===== config.mk =====
export PLATFORM = sky130hd
export DESIGN_NAME = prio_load_arbiter
export DESIGN_NICKNAME = d
export VERILOG_FILES = /design/src/rtl/prio_load_arbiter.sv
export SDC_FILE = /design/constraint.sdc
export NUM_CORES = 1
export LEC_CHECK = 0
export CORE_MARGIN = 2
export CORE_UTILIZATION = 52
export DETAILED_ROUTE_END_ITERATION = 10
export MAX_ROUTING_LAYER = met4
export PLACE_DENSITY = 0.89
export SLEW_MARGIN = 20
export SYNTH_ARGS = -nofsm -noshare
export SYNTH_HDL_FRONTEND = slang
export SYNTH_SLANG_ARGS = --single-unit
export TNS_END_PERCENT = 50

===== constraint.sdc =====
create_clock -name clk -period 3.6 [get_ports clk]
set_input_delay 0.72 -clock clk [delete_from_list [all_inputs] [get_ports clk]]
set_output_delay 0.72 -clock clk [all_outputs]
set_load 0.02 [all_outputs]

===== src/rtl/prio_load_arbiter.sv =====
// -----------------------------------------------------------------------------
// prio_load_arbiter
//
// Single-clock controller for a W-bit state register that three prioritised
// event sources (A > B > C) and one data path (D) compete to load. A request
// seen while idle is granted with a one-cycle pulse on gnt. The matching
// constant is loaded into q at the same time. The block then ignores all
// inputs for one GRANT cycle plus HOLD hold cycles before it looks again.
// When idle with no request pending, d_en loads d directly.
//
// Requests are level-sensitive and never latched. A request that is not
// high in an IDLE cycle is simply not seen. Lower sources can be starved by
// a higher source that stays asserted.
//
// Ports
//   clk   in   1   rising-edge clock
//   rst   in   1   asynchronous, active-high reset
//   req   in   3   level requests: bit0 = A (highest), bit1 = B, bit2 = C
//   d     in   W   data-path value
//   d_en  in   1   load d when idle and no request is pending
//   gnt   out  3   one-hot grant, one cycle per grant, aligned with req
//   q     out  W   registered value
//   src   out  2   source of the last load: 0 = D/reset, 1 = A, 2 = B, 3 = C
//   busy  out  1   high while the controller is not IDLE
// -----------------------------------------------------------------------------
module prio_load_arbiter #(
  parameter int W     = 2,
  parameter int VAL_A = 2,
  parameter int VAL_B = 1,
  parameter int VAL_C = 0,
  parameter int HOLD  = 2
) (
  input  logic         clk,
  input  logic         rst,
  input  logic [2:0]   req,
  input  logic [W-1:0] d,
  input  logic         d_en,
  output logic [2:0]   gnt,
  output logic [W-1:0] q,
  output logic [1:0]   src,
  output logic         busy
);

  typedef enum logic [1:0] {
    ST_IDLE  = 2'd0,
    ST_GRANT = 2'd1,
    ST_HOLD  = 2'd2
  } state_t;

  // Source codes, shared by src and the internal winner signal.
  localparam logic [1:0] SRC_D = 2'd0;
  localparam logic [1:0] SRC_A = 2'd1;
  localparam logic [1:0] SRC_B = 2'd2;
  localparam logic [1:0] SRC_C = 2'd3;

  // Load constants are taken modulo 2^W, so oversized values simply wrap.
  localparam logic [W-1:0] LOAD_A = W'(VAL_A);
  localparam logic [W-1:0] LOAD_B = W'(VAL_B);
  localparam logic [W-1:0] LOAD_C = W'(VAL_C);

  // The hold counter counts down to zero. Loading HOLD-1 gives exactly
  // HOLD cycles in ST_HOLD. HOLD = 0 bypasses ST_HOLD entirely.
  localparam bit         HAS_HOLD  = (HOLD > 0);
  localparam logic [3:0] HOLD_LOAD = HAS_HOLD ? 4'(HOLD - 1) : 4'd0;

  // Fixed priority: the lowest set request bit wins.
  function automatic logic [1:0] pick_src(input logic [2:0] r);
    logic [1:0] s;
    s = SRC_D;
    if (r[0])      s = SRC_A;
    else if (r[1]) s = SRC_B;
    else if (r[2]) s = SRC_C;
    return s;
  endfunction

  function automatic logic [W-1:0] load_val(input logic [1:0] s);
    logic [W-1:0] v;
    case (s)
      SRC_A:   v = LOAD_A;
      SRC_B:   v = LOAD_B;
      SRC_C:   v = LOAD_C;
      default: v = '0;
    endcase
    return v;
  endfunction

  // Source code -> grant bit. Source x maps to req bit x-1.
  function automatic logic [2:0] src_onehot(input logic [1:0] s);
    logic [2:0] g;
    case (s)
      SRC_A:   g = 3'b001;
      SRC_B:   g = 3'b010;
      SRC_C:   g = 3'b100;
      default: g = 3'b000;
    endcase
    return g;
  endfunction

  state_t     state;
  logic [3:0] cnt;
  logic [1:0] win_src;
  logic       any_req;

  always_comb begin
    win_src = pick_src(req);
    any_req = |req;
  end

  // All outputs are registered. busy is set from the next state, so it is
  // valid in the same cycle as gnt. No separate decode of state is needed.
  always_ff @(posedge clk or posedge rst) begin
    if (rst) begin
      state <= ST_IDLE;
      cnt   <= 4'd0;
      gnt   <= 3'b000;
      q     <= '0;
      src   <= SRC_D;
      busy  <= 1'b0;
    end else begin
      case (state)
        ST_IDLE: begin
          gnt <= 3'b000;
          if (any_req) begin
            // A request beats d_en in the same cycle.
            q     <= load_val(win_src);
            src   <= win_src;
            gnt   <= src_onehot(win_src);
            state <= ST_GRANT;
            busy  <= 1'b1;
          end else if (d_en) begin
            q   <= d;
            src <= SRC_D;
          end
        end

        ST_GRANT: begin
          gnt <= 3'b000;
          if (HAS_HOLD) begin
            cnt   <= HOLD_LOAD;
            state <= ST_HOLD;
            busy  <= 1'b1;
          end else begin
            state <= ST_IDLE;
            busy  <= 1'b0;
          end
        end

        ST_HOLD: begin
          gnt <= 3'b000;
          if (cnt == 4'd0) begin
            state <= ST_IDLE;
            busy  <= 1'b0;
          end else begin
            cnt <= cnt - 4'd1;
          end
        end

        default: begin
          state <= ST_IDLE;
          cnt   <= 4'd0;
          gnt   <= 3'b000;
          busy  <= 1'b0;
        end
      endcase
    end
  end

endmodule


# ---- Yosys cells after proc, flatten, opt, wreduce, memory -nomap -nowiden
# Cells that the tools add are included.
dict set report word_totals {
  regBits 14
  inputBits 8
}
dict set report classes {
  n_addsub 1
  eq_ne 8
  muxes 19
  n_bitwise 1
  n_reduce_logical 7
}
# operator count
set op_table {}
lappend op_table {{two-way mux 2 bit} 9}
lappend op_table {{one-hot mux 4 bit (3 select lines)} 1}
lappend op_table {{one-hot mux 3 bit (3 select lines)} 1}
lappend op_table {{equality test 2 bit, second input constant} 3}
lappend op_table {{two-way mux 3 bit} 2}
lappend op_table {{inequality test 2 bit, second input constant} 3}
lappend op_table {{one-hot mux 2 bit (3 select lines)} 1}
lappend op_table {{AND reduction 2 bit} 3}
lappend op_table {{equality test 2 x 1 -> 1 bit, second input constant} 2}
lappend op_table {{logical NOT 4 bit} 1}
lappend op_table {{two-way mux 4 bit} 1}
lappend op_table {{one-hot mux 2 bit (2 select lines)} 1}
lappend op_table {{subtractor 4 x 1 -> 4 bit, second input constant} 1}
lappend op_table {{one-hot mux 1 bit (3 select lines)} 1}
lappend op_table {{OR reduction 3 bit} 1}
lappend op_table {{logical NOT 2 bit} 1}
lappend op_table {{two-way mux 1 bit} 2}
lappend op_table {{nonzero test 2 bit} 1}
lappend op_table {{inverter 1 bit} 1}

# ---- Longest topological paths before layout
dict set report depth {
  depth_word 7
  mapped_depth 6
}

# ---- Least setup slack after synthesis
# OpenSTA, ideal clock, no wires.
dict set report synth_path {
  path_type {register -> register}
  start {register cnt[0]}
  end {register state[1]}
  setup_ns 0.128
  arrival_ns 1.506
  required_time_ns 3.472
  setup_slack_ns 1.967
  stages_incl_launch_ff 6
  period_less_slack_ns 1.633
  cell_sequence {dfrtp_1 > inv_1 > ha_1 > or3b_4 > a32oi_2 > mux2_1}
}
dict set report synth_via {
  elab_chain_cells 3
}
# item line_no
set synth_rtl {}
lappend synth_rtl {{from (decl)} 100} ;# logic [3:0] cnt;
lappend synth_rtl {{from (signal assigned)} 154} ;# cnt <= cnt - 4'd1;
lappend synth_rtl {{logical NOT 4 bit} 150} ;# if (cnt == 4'd0) begin
lappend synth_rtl {{inequality test 2 bit (no line)} -}
lappend synth_rtl {{AND reduction 2 bit (no line)} -}
lappend synth_rtl {{to (signal assigned)} 143} ;# state <= ST_IDLE;
lappend synth_rtl {{to (signal assigned)} 151} ;# state <= ST_IDLE;
lappend synth_rtl {{to (signal assigned)} 159} ;# state <= ST_IDLE;
lappend synth_rtl {{to (decl)} 99} ;# state_t state;
# No other way between the ends.
# A chain may end at the register's enable or synchronous reset.

# ---- Worst setup path after layout
dict set report layout_path {
  start {register q[0]}
  end {output q[0]}
}
# item line_no
set layout_rtl {}
lappend layout_rtl {{from (decl)} 39} ;# output logic [W-1:0] q,
lappend layout_rtl {{from (signal assigned)} 125} ;# q <= load_val(win_src);
# No word-level cell between the ends.

==> flow_metrics.py <==
metrics = {
    "outcome": {
        "status": "finished clean",
    },
    "job": {
        "maxCapViolCount": 0,
    },
    "clocking": {
        "holdBufCountCts": 0,
        "clock_sinks": 14,
        "clockRootBuffer": "clkbuf_4",
        "cts.repair.resized": 0,
        "cts_setup_buffers": 0,
        "ctsLongestPathBuffers": 2,
        "clkTransAtPathRegs_ps": 70,
        "numCtsBuffers": 3,
        "clock_latency_ps": 270,
        "htree_num_levels": 1,
        "cts_tree": "yes",
    },
    "critical_path": {
        "critPathArrivalTime_ps": 1250,
        "r2r-end": "state[1]",
        "reg2reg_depth": 5,
        "cp_num_cells": 1,
        "r2r_slack_ps": 1840,
        "worstSetupEndpoint": "q[0]",
        "startpoint": "q[0]",
        "r2r_start": "cnt[0]",
        "required_ps": 2880,
        "worst_path_max_delay_cell": "clkdlybuf4s50_1",
        "cp_top_family": "buffers and inverters",
        "cp-end-kind": "output port",
        "critPathMaxFanout": 2,
        "crit_type": "reg -> out",
        "slowest_delay_ps": 620,
        "crit_chain": "clkdlybuf4s50_1",
        "start_kind": "flop",
        "cp_num_buf_inv": 1,
    },
    "sta": {
        "maxSlewViolCount": 0,
        "fin_skew_ps": 6.12,
        "rsz0062_at_grt": "false",
        "hold_slack_ps": 477,
        "hold_viol_final": 0,
        "setup_tns_ps": 0,
        "min_period_ps": 1970,
        "worstMarginPinSlew_ps": 517,
        "finalSetupViolations": 0,
        "period_share_pct": 54.7,
        "fmax_mhz": 508,
        "relSlewSlack_pct": 65.5,
    },
    "place": {
        "post-dp-hpwl_mm": 1.08,
        "port_buffers": 15,
        "gp_congestion": 0.745,
        "post_dp_cell_area_um2": 905,
    },
    "cells_and_area": {
        "syn_to_final_growth_pct": 24.5,
        "drive_gt1_share_pct": 9.09,
        "register_area_um2": 350,
        "n_fill_cell": 93,
        "final_common_cell": "clkdlybuf4s50_1",
        "multi_input_area_um2": 359,
        "mostFrequentLayoutCells": "15 x clkdlybuf4s50_1, 14 x dfrtp_1, 10 x o21ai_0",
        "fin_nets": 103,
        "antennaDiodeCount": 0,
        "fin_area_um2": 927,
    },
    "global_route": {
        "grt_pass1_wl_mm": 2.55,
        "antenna_found_initial": 0,
        "grt_pass1_vias": 604,
        "grt_max_degree": 17,
        "grtUsageTotal_pct": 19.6,
        "grt.overflow.total": 0,
    },
    "floorplan": {
        "die_area_um2": 1750,
        "die_width_um": 41.8,
        "die_h_um": 41.8,
        "core_um2": 1320,
        "ios": 16,
        "num_rows": 13,
        "start_util_pct": 56.5,
    },
    "yosys": {
        "synth-edff-count": 0,
        "syn_nets": 85,
        "synthArstFlopShare_pct": 100,
        "ys_seq_area_share_pct": 47.1,
        "netlist_area_um2": 744,
        "synthFlopType": "dfrtp_1",
        "synth.avg_cell_area_um2": 10.3,
        "synth.distinct_cells": 31,
        "ys_ff_latch": 14,
        "yosysWarningCount": 0,
        "netlist_instances": 72,
    },
    "routing": {
        "drt_drc_violations_left": 0,
        "drtAntennaViolNets": 0,
        "drtIter0Drc": 13,
        "routedWlPerCell_um": 13.8,
        "via_count": 584,
        "totalWireLength_mm": 1.42,
        "avgViaCountPerCell": 5.67,
        "first_pass_iters": 4,
    },
    "hold_path": {
        "min_path_type": "reg -> reg",
        "min_path_cells": 2,
    },
    "power_and_ir_drop": {
        "cellPowerDensity_nw_per_um2": 807,
        "leakagePower_nw": 0.438,
        "peakVddDrop_mv": 0.535,
    },
}
==> flip-flops by register name, summed over array words and instances (netlist names) <==
register and cells:
cnt 4, gnt 3, q 2, src 2, state 2, busy 1
==> synthesized netlist by cell type (2+ instances only) <==
library cell | instances | area share, %
inv_1 | 7 | 3.5
nor2_1 | 3 | 1.5
nor2b_1 | 2 | 1.7
dfrtp_1 | 14 | 47
nand2_1 | 6 | 3.0
ha_1 | 5 | 8.4
o21ai_0 | 10 | 6.7
a31oi_1 | 2 | 1.7
==> through the flow <==
step / instances / setup slack, ps / util [%] / total power (W)
global placement: 100 / 1480 / 68.7 / 0.000657
detailed placement: 100 / 1420 / 68.7 / 0.000669
global route: 103 / 1590 / 70.4 / 0.000808
floorplan: 72 / 1970 / - / 0.000536
CTS: 103 / 1630 / 70.4 / 0.000754
finish: 103 / 1630 / 70.4 / 0.000748
==> report_power, final <==
part / leakage [nW] / switching [W] / internal (W) / total (W)
Combinational: 0.244 / 0.000212 / 0.000200 / 0.000412
Clock: 0.0138 / 0.0000412 / 0.0000387 / 0.0000799
Sequential: 0.180 / 0.0000393 / 0.000217 / 0.000257
Total: 0.438 / 0.000293 / 0.000455 / 0.000748
==> cell type report <==
class,instances,area share [%]
Sequential cell,14,37.8
Tap cell,15,2.02
Clock buffer,3,2.43
Multi-Input combinational cell,49,38.7
Timing Repair Buffer,15,16.2
Inverter,7,2.83
==> cells by family after synthesis <==
group / after synthesis / share of synthesized area, %
AO/OA/AOI/OAI: 21 / 20.0
buffers and inverters: 9 / 4.71
flip-flops: 14 / 47.1
multiplexers: 3 / 4.37
adder cells (fa/ha/maj): 5 / 8.40
AND/OR/NAND/NOR: 20 / 15.5
==> metal layers <==
metal	vias up	GRT usage (%)	part of all wire, %
li1	292	-	-
met1	275	23.1	46
met2	15	30.6	48
met3	2	8.70	5.3
met4	0	5.16	0.42
met5	-	-	0
==> how the worst min path moves through the flow <==
stage | startpoint | end | slack, ps
final | src[0] | src[0] | 480
after global routing | src[0] | src[0] | 510
after CTS | src[0] | src[0] | 490
after detailed placement | src[0] | src[0] | 470
after global placement | src[0] | src[0] | 450
after floorplan | state[1] | state[1] | 480
Power figures use the tool's default switching activity.
